**src/rtl/sram_controller.sv**
```systemverilog
// Bridges a 32-bit load/store pipeline port onto a 16-bit asynchronous SRAM,
// splitting each access into a low and a high halfword phase of HOLD cycles each.
module sram_controller #(
    parameter int HOLD = 2
) (
    input  logic        clk,
    input  logic        rst,
    input  logic        wr_en,
    input  logic        rd_en,
    input  logic [31:0] address,
    input  logic [31:0] writeData,
    output logic [31:0] readData,
    output logic        ready,
    output logic [17:0] SRAM_ADDR,
    output logic [15:0] SRAM_DQ_out,
    input  logic [15:0] SRAM_DQ_in,
    output logic        SRAM_DQ_oe,
    output logic        SRAM_WE_N,
    output logic        SRAM_OE_N,
    output logic        SRAM_CE_N,
    output logic        SRAM_UB_N,
    output logic        SRAM_LB_N
);

    localparam int CW = $clog2(HOLD + 1);
    localparam logic [CW-1:0] LAST = CW'(HOLD - 1);

    typedef enum logic [1:0] {
        IDLE,
        LOW,
        HIGH,
        DONE
    } state_t;

    state_t        state;
    logic [CW-1:0] count;
    logic [16:0]   word_addr;
    logic [15:0]   data_hi;
    logic          op_write;

    // Only the word-select bits of the byte address reach the SRAM.
    logic unused_addr_bits;
    assign unused_addr_bits = ^{address[31:19], address[1:0]};

    assign SRAM_CE_N = 1'b0;
    assign SRAM_UB_N = 1'b0;
    assign SRAM_LB_N = 1'b0;

    // Pin outputs are registered alongside the state so each phase's values
    // appear exactly in the cycles that phase occupies.
    always_ff @(posedge clk) begin
        if (rst) begin
            state       <= IDLE;
            count       <= '0;
            word_addr   <= '0;
            data_hi     <= '0;
            op_write    <= 1'b0;
            readData    <= '0;
            SRAM_ADDR   <= '0;
            SRAM_DQ_out <= '0;
            SRAM_DQ_oe  <= 1'b0;
            SRAM_WE_N   <= 1'b1;
            SRAM_OE_N   <= 1'b1;
        end else begin
            case (state)
                IDLE: begin
                    if (wr_en || rd_en) begin
                        word_addr   <= address[18:2];
                        data_hi     <= writeData[31:16];
                        op_write    <= wr_en;
                        count       <= '0;
                        state       <= LOW;
                        SRAM_ADDR   <= {address[18:2], 1'b0};
                        SRAM_DQ_out <= wr_en ? writeData[15:0] : 16'h0000;
                        SRAM_DQ_oe  <= wr_en;
                        SRAM_WE_N   <= ~wr_en;
                        SRAM_OE_N   <= wr_en;
                    end
                end
                LOW: begin
                    if (count == LAST) begin
                        if (!op_write) begin
                            readData[15:0] <= SRAM_DQ_in;
                        end
                        count       <= '0;
                        state       <= HIGH;
                        SRAM_ADDR   <= {word_addr, 1'b1};
                        SRAM_DQ_out <= op_write ? data_hi : 16'h0000;
                    end else begin
                        count <= count + 1'b1;
                    end
                end
                HIGH: begin
                    if (count == LAST) begin
                        if (!op_write) begin
                            readData[31:16] <= SRAM_DQ_in;
                        end
                        count       <= '0;
                        state       <= DONE;
                        SRAM_ADDR   <= '0;
                        SRAM_DQ_out <= '0;
                        SRAM_DQ_oe  <= 1'b0;
                        SRAM_WE_N   <= 1'b1;
                        SRAM_OE_N   <= 1'b1;
                    end else begin
                        count <= count + 1'b1;
                    end
                end
                DONE: begin
                    state <= IDLE;
                end
                default: begin
                    state <= IDLE;
                end
            endcase
        end
    end

    // A request arriving in IDLE freezes the pipeline in the same cycle.
    always_comb begin
        ready = 1'b0;
        if (state == DONE) begin
            ready = 1'b1;
        end else if (state == IDLE) begin
            ready = ~(wr_en | rd_en);
        end
    end

endmodule
```
**config.mk**
```make
export PLATFORM = sky130hd
export DESIGN_NAME = sram_controller
export DESIGN_NICKNAME = d
export VERILOG_FILES = /design/src/rtl/sram_controller.sv
export SDC_FILE = /design/constraint.sdc
export NUM_CORES = 1
export LEC_CHECK = 0
export ABC_AREA = 1
export ABC_CLOCK_PERIOD_IN_PS = 1780
export BUFFER_PORTS_ARGS = -buffer_cell sky130_fd_sc_hd__buf_2
export CAP_MARGIN = 30
export CORE_MARGIN = 1.5
export CORE_UTILIZATION = 38
export CTS_BUF_LIST = sky130_fd_sc_hd__clkbuf_16
export CTS_CLUSTER_DIAMETER = 80
export DETAILED_ROUTE_END_ITERATION = 8
export PLACE_DENSITY = 0.74
export SYNTH_ARGS = -nofsm -noshare
export SYNTH_HDL_FRONTEND = slang
export SYNTH_SLANG_ARGS = --single-unit
export TNS_END_PERCENT = 50
```
**constraint.sdc**
```tcl
create_clock -name clk -period 1.78 [get_ports clk]
set_input_delay 0.267 -clock clk [delete_from_list [all_inputs] [get_ports clk]]
set_output_delay 0.267 -clock clk [all_outputs]
set_load 0.02 [all_outputs]
```
==> results of run 1 <==
==> cell families after synthesis <==
family | share of synthesized area
AO/OA/AOI/OAI | 0.09645
adder cells (fa/ha/maj) | 0.01840
buffers and inverters | 0.1141
flip-flops | 0.4499
other | 0.0007877
AND/OR/NAND/NOR | 0.3204
==> final cells by class <==
cell class	instances	area (µm²)	share of cell area
flip-flops and latches	107	2147	0.3589
multi-input cells	481	2098	0.3508
clock buffers	9	225.2	0.03765
clock inverters	7	88.84	0.01485
inverters	82	307.8	0.05145
well taps	168	210.2	0.03514
repair buffers	161	904.6	0.1512
==> metal layers <==
layer | share of wire | wire length [µm] | GRT usage
met1 | 0.45 | 5248 | 0.2268
met2 | 0.47 | 5488 | 0.2984
met3 | 0.069 | 810 | 0.05851
met4 | 0.018 | 217 | 0.06584
met5 | 0 | 0 | 0
==> critical path: stages (launching register included) <==
cell                      delay (ps)
sky130_fd_sc_hd__dfxtp_4         380
sky130_fd_sc_hd__inv_2            70
sky130_fd_sc_hd__ha_4            170
sky130_fd_sc_hd__nand2_2         120
sky130_fd_sc_hd__buf_6           130
sky130_fd_sc_hd__nand2_1          60
sky130_fd_sc_hd__buf_4           160
==> Yosys cell counts <==
library cell               number
sky130_fd_sc_hd__nand2_1      180
sky130_fd_sc_hd__nor2_1       160
sky130_fd_sc_hd__dfxtp_1      107
sky130_fd_sc_hd__o21ai_0       70
sky130_fd_sc_hd__inv_1         65
sky130_fd_sc_hd__nand3_1       20
sky130_fd_sc_hd__a21oi_1       19
sky130_fd_sc_hd__buf_2         17
sky130_fd_sc_hd__inv_2         17
sky130_fd_sc_hd__nand4_1       14
sky130_fd_sc_hd__clkbuf_1      13
sky130_fd_sc_hd__ha_1           7
sky130_fd_sc_hd__buf_4          6
sky130_fd_sc_hd__buf_6          5
sky130_fd_sc_hd__nand3_2        2
sky130_fd_sc_hd__conb_1         1
sky130_fd_sc_hd__nand2_2        1
sky130_fd_sc_hd__nand3_4        1
sky130_fd_sc_hd__nor2_2         1
sky130_fd_sc_hd__nor2_4         1
sky130_fd_sc_hd__o21ai_1        1
sky130_fd_sc_hd__o21ai_2        1
==> flip-flops by register name (all words and copies together), names as in the netlist <==
register,cells
SRAM_ADDR,18
SRAM_DQ_oe,1
SRAM_DQ_out,16
SRAM_OE_N,1
SRAM_WE_N,1
count,2
data_hi,16
op_write,1
readData,32
state,2
word_addr,17
==> worst paths after layout <==
path,to,startpoint,slack (ps)
setup / recovery,ready,state[1],80
hold / removal,data_hi[2],writeData[18],160
setup reg to reg,SRAM_ADDR[2],state[0],180
hold reg to reg,word_addr[0],word_addr[0],450
==> per-stage QoR <==
step	cell area, µm²	instances	hold WS, ps
2_1_floorplan	4768	711	415.3
3_3_place_gp	5599	993	438.0
3_5_place_dp	5599	993	441.4
4_1_cts	5939	1010	149.8
5_1_grt	5982	1015	169.1
6_report	5982	1015	160.5
==> timing repair <==
item	CTS	global route
setup buffers	0	5
hold endpoints to repair	0	0
cloned	1	0
endpoints found under the setup margin	2	5
gates resized for setup	7	3
==> power by group through the flow <==
stage,clock (mW),sequential [mW],combinational (mW)
6_report,2.05,3.53,5.06
5_1_grt,2.17,3.63,5.80
4_1_cts,2.10,3.53,5.05
3_5_place_dp,0,3.57,4.97
3_3_place_gp,0,3.55,4.94
2_1_floorplan,0,4.13,3.07
==> summary.md, run 1 <==
| Metric | Value |
|---|---|
| Final worst setup slack | 80.63 ps |
| Post-layout nets | ~930 |
| Placeable core area | between 0.01 and 0.015 mm² |
| Worst Path Required | around 1500 ps |
| Final TNS setup | 0 ps |
| Highest net fanout along the worst path | 6 |
| Unrepaired setup endpoints after global routing | no |
| Worst slack at placement | between 4 and 5 ps |
| Final setup fails | 0 |
| Number of cells on the worst hold path | 3 |
| Root Buffer Master | sky130_fd_sc_hd__clkbuf_16 |
| DRC Markers | 0 |
| Clk buf depth | 2 |
| Final period demand of the worst path | around 1700 ps |
| Area growth from synthesis to layout | 25.65% |
| Switching power | 4.660 mW |
| Global placer's final weighted congestion | approximately 0.8 |
| Post-DP HPWL | roughly 8200 µm |
| Worst Setup Path Type | reg -> out |
| Input/output buffers | 138 |
| Flop and latch count out of synthesis | 107 |
| Per-cell via count in the routed design | roughly 4.5 |
| Mean routed wirelength per cell | 11.59 µm |
| Most frequent cells in the layout | sky130_fd_sc_hd__nand2_1, sky130_fd_sc_hd__nor2_1, sky130_fd_sc_hd__buf_2 |
| First-pass iteration count of the detailed router | 4 |
| Post-Synthesis Mean Instance Area | approximately 6.7 µm² |
| Wire length of the first global-routing pass | just under 20,000 µm |
| Vias | ~4,600 |
| Largest cells by area after synthesis | sky130_fd_sc_hd__dfxtp_1, sky130_fd_sc_hd__nand2_1, sky130_fd_sc_hd__nor2_1 |
| Initial standard-cell utilization of the core | 0.3931 |
| Most common cell after layout, fill and taps aside | sky130_fd_sc_hd__nand2_1 |
| Timing-limited maximum frequency | between 500 and 600 MHz |
| Actual slew at the worst max-slew pin | around 580 ps |
| Number of antenna-violating nets in the routed design | 0 |
| Post-synthesis sequential area ratio | 0.4499 |
| Post-layout total power | 10.64 mW |
| Relative contribution of the clock network to total power | 0.192 |
| Share of total power in combinational logic | 0.476 |
| Via count of the first global-routing pass | 4,188 |
| Final Util | 0.4939 |
| Number of clock buffers inserted by TritonCTS | 9 |
| Maximum number of pins on one net before global-route repair | 74 |
| Slew Limit Fails | 0 |
| Total Routed Length | approximately 12,000 µm |
| Leakage power | around 3.1 nW |
| Cts-stage hold buffer count | 0 |
| Count of H-tree levels built during CTS | 3 |
| Biggest area consumer among synthesized cells | sky130_fd_sc_hd__dfxtp_1 |
| Count of routing violations after the opening detailed-route iteration | 332 |
| Pwr/cell area | ~1800 mW/mm² |
| Fraction of the cycle the final worst path needs | 0.9547 |
| Proportion of layout cells with a drive suffix above 1 | 0.2456 |
| Netlist area before placement | between 0.004 and 0.005 mm² |
| Result of the run | finished clean |
| Tightest Hold Check Type | in -> reg |
| Element type at the critical path end | output pin |
| Overall die area | 0.01321 mm² |
| Endpoints failing hold | 0 |
| Fill cell instance count of the final layout | 1,293 |
| Worst r2r path cells | 6 |
| Worst voltage drop across the vdd grid | between 0.7 and 0.8 mV |
| Overall die height | 114.9 µm |
| CTS clk-pin slew, worst paths | roughly 80 ps |
| Power Internal | 5.976 mW |
| Number of antenna violations at the first check in global routing | 0 |
| Area share of the largest cell type after synthesis | 0.4499 |
| Gr usage total | 0.1827 |
| Synth Warn # | 0 |
| Sequential power share | 0.332 |
| Later-pin clock latency in the skew report | 360 ps |
| Maximum capacitance violations | 0 |
| CP Launch Type | flip-flop |
| Number of distinct library cells after synthesis | 22 |
| # clock sinks | 107 |
| CTS tree | built |
| Cell Rows | 40 |
| Clock tree skew after final layout | between 15 and 20 ps |
| Max-Slew Margin vs Limit | 0.6131 |
| Switching power as a share of total power | 0.4381 |
| Critical path data arrival time | roughly 1400 ps |
| Chip Width | 114.9 µm |
| Io pins | 157 |
| Diodes inserted | 0 |
| Synthesized netlist cell count | about 700 |
| GRT Residual Overflow | 0 |
(Power assumes the default switching activity.)
==> inputs of run 2 (changes only) <==
--- a/config.mk
+++ b/config.mk
@@ -6,9 +6,10 @@
 export NUM_CORES = 1
 export LEC_CHECK = 0
 export ABC_AREA = 1
-export ABC_CLOCK_PERIOD_IN_PS = 1780
+export ABC_CLOCK_PERIOD_IN_PS = 2000
 export BUFFER_PORTS_ARGS = -buffer_cell sky130_fd_sc_hd__buf_2
 export CAP_MARGIN = 30
+export CORE_ASPECT_RATIO = 0.5
 export CORE_MARGIN = 1.5
 export CORE_UTILIZATION = 38
 export CTS_BUF_LIST = sky130_fd_sc_hd__clkbuf_16
==> constraint.sdc (replaced) <==
create_clock -name clk -period 2 [get_ports clk]
set_input_delay 0.3 -clock clk [delete_from_list [all_inputs] [get_ports clk]]
set_output_delay 0.3 -clock clk [all_outputs]
set_load 0.02 [all_outputs]
==> run 2 against run 1 <==
Sequential share of layout area up 0.55 points; largest cell class unchanged; combinational power down 14%; count of clock-buffer cells in the layout unchanged; critical endpoint unchanged.
==> summary.md, run 2 (synthesis results as in run 1) <==
| Metric | Value |
|---|---|
| Result of the run | finished clean |
| Final period demand of the worst path | between 1500 and 2000 ps |
| Crit path largest cell delay | 410 ps (+30 ps) |
| Maximum number of pins on one net before global-route repair | 107 (+45%) |
| Io pins | 157 (unchanged) |
| Final TNS setup | 0 ps (unchanged) |
| Highest-delay cell along the critical path | sky130_fd_sc_hd__dfxtp_1 |
| Placeable core area | 0.01202 mm² (-0.79%) |
| Number of antenna-violating nets in the routed design | 0 (unchanged) |
| Root Buffer Master | sky130_fd_sc_hd__clkbuf_16 |
| Later-pin clock latency in the skew report | 340 ps (-20 ps) |
| Most frequent cells in the layout | sky130_fd_sc_hd__nand2_1, sky130_fd_sc_hd__nor2_1, sky130_fd_sc_hd__buf_2 |
| CTS tree | built |
| Inst Count DP | 986 (-0.70%) |
| Fill cell instance count of the final layout | 1,206 (-6.7%) |
| Chip Width | 161.3 µm (+40%) |
| Met2 capacity usage during global routing | 0.3026 (+0.004174) |
| Cells along the critical path | inv_1, ha_1, nand2_2, nand2_1, buf_2 |
| Post-DP HPWL | 8080 µm (-2.0%) |
| Count of H-tree levels built during CTS | 3 (unchanged) |
| Fraction of the cycle the final worst path needs | 0.9298 |
| Switching power | 4.059 mW (-13%) |
| Largest delay contributor family on the critical path | flip-flops |
| Pwr/cell area | 1586 mW/mm² (-11%) |
| Switching power as a share of total power | 0.4353 (-0.002883) |
| Mean routed wirelength per cell | 11.63 µm (+0.36%) |
| Highest net fanout along the worst path | 7 (+1) |
| Slew Limit Fails | 0 (unchanged) |
| Power Internal | 5.267 mW (-12%) |
| Critical path data arrival time | 1560 ps (+130 ps) |
| CP Launch Type | flip-flop |
| Per-cell via count in the routed design | 4.563 (+1.1%) |
| Input/output buffers | 138 (unchanged) |
| DRC Markers | 0 (unchanged) |
| Worst Setup Path Type | reg -> out |
| Maximum capacitance violations | 0 (unchanged) |
| Grt peak-use layer | met2 |
| Initial standard-cell utilization of the core | 0.3962 (+0.003111) |
| Number of clock buffers inserted by TritonCTS | 9 (unchanged) |
| Vias | 4,572 (-0.17%) |
| M1 GR Usage | 0.2217 (-0.005095) |
| First-pass iteration count of the detailed router | 4 (unchanged) |
| Registers with the most flip-flops | readData: 32 flops, SRAM_ADDR: 18 flops, word_addr: 17 flops |
| Element type at the critical path end | output pin |
| Timing-limited maximum frequency | 537.8 MHz |
| Global placer's final weighted congestion | 0.7684 (-4.0%) |
| Total Routed Length | 11,660 µm (-0.93%) |
| Gr usage total | 0.1790 (-0.003611) |
| Leakage power | 3.085 nW (-1.5%) |
| Wire length of the first global-routing pass | 18,910 µm (-2.1%) |
| Clock tree skew after final layout | 8.949 ps (-6.987 ps) |
| Relative contribution of the clock network to total power | 0.192 (about the same) |
| Diodes inserted | 0 (unchanged) |
| Count of routing violations after the opening detailed-route iteration | 242 (-27%) |
| Final setup fails | 0 (unchanged) |
| Number of setup buffers added after CTS | 0 (unchanged) |
| Unrepaired setup endpoints after global routing | no |
| Met3 global-route usage | 0.05994 (+0.001427) |
| Post-layout nets | 923 (-1.1%) |
| Worst Path Buf+Inv | 2 (-1) |
| Reg with most FFs | readData |
| Tightest Hold Check Type | in -> reg |
| Footprint of the flip-flops and latches | 0.002143 mm² (-0.17%) |
| Overall die area | 0.01325 mm² (+0.31%) |
| CTS clk-pin slew, worst paths | 70 ps (about the same) |
| # clock sinks | 107 (unchanged) |
| Share of total power in combinational logic | 0.468 (-0.008) |
| Clk buf depth | 2 (unchanged) |
| Footprint of the multi-input gates | 0.002086 mm² (-0.60%) |
| Overall die height | 82.15 µm (-29%) |
| Sequential power share | 0.340 (+0.008) |
| Endpoints failing hold | 0 (unchanged) |
| Worst Path Required | 1700 ps (+190 ps) |
| Number of flip-flops under the largest register name | 32 (unchanged) |
| Most common cell after layout, fill and taps aside | sky130_fd_sc_hd__nand2_1 |
| Post-layout total power | 9.326 mW (-12%) |
| Non-filler cells in the finished layout | 1,002 (-1.3%) |
| Number of antenna violations at the first check in global routing | 2 (+2) |
| GRT Residual Overflow | 0 (unchanged) |
| Via count of the first global-routing pass | 4,070 (-2.8%) |
| Proportion of layout cells with a drive suffix above 1 | 0.2318 (-0.01379) |
| Worst voltage drop across the vdd grid | 0.7141 mV (-5.8%) |
| Area growth from synthesis to layout | 23.55% |
| Cell Rows | 28 (-30%) |
## run 2: stage by stage
step	worst slack (ps)	hold WS, ps	area [µm²]	utilization
2_1_floorplan	406.6	424.5	4768	-
3_5_place_dp	200.6	441.9	5578	0.4642
5_1_grt	21.34	199.9	5882	0.4895
4_1_cts	11.68	191.4	5878	0.4892
6_report	140.4	200.6	5882	0.4895
3_3_place_gp	247.4	435.1	5578	0.4642
## run 2: worst paths after layout
kind           startpoint             to  slack (ps)  depth (start not counted)
min           address[14]  word_addr[12]         200                          3
min reg2reg  word_addr[0]   word_addr[0]         450                          2
max reg2reg      state[1]    readData[6]         250                          6
max              state[1]          ready         140                          5
## run 2: final cells by class
type                       instances  share of cell area
sequential                       107              0.3644
clock buffer                       9             0.03829
inverter                          82             0.05233
clock inverter                     7             0.01276
multi-input combinational        481              0.3546
timing repair buffer             151              0.1425
tap                              165             0.03510
## run 2: what timing repair did
item	in CTS	in global routing
hold buffers	0	0
gates resized for setup	0	2
endpoints found under the setup margin	0	4
## run 2: metal layers
metal	up-vias	wire (µm)
li1	2407	-
met4	4	110
met5	-	26
met1	2019	5166
met2	129	5433
met3	13	918
## run 2: worst min-delay path, delay by kind of cell
| family | cells | cell delay, ps |
|---|---|---|
| buffers and inverters | 2 | 110 |
| AOI/OAI and AO/OA | 1 | 100 |
## run 2: power by group through the flow
| stage | Combinational [mW] | Sequential [mW] | Clock (mW) |
|---|---|---|---|
| 4_1_cts | 4.38 | 3.18 | 1.85 |
| 2_1_floorplan | 2.74 | 3.67 | 0 |
| 5_1_grt | 4.96 | 3.25 | 1.95 |
| 3_3_place_gp | 4.30 | 3.18 | 0 |
| 3_5_place_dp | 4.34 | 3.22 | 0 |
| 6_report | 4.36 | 3.17 | 1.79 |
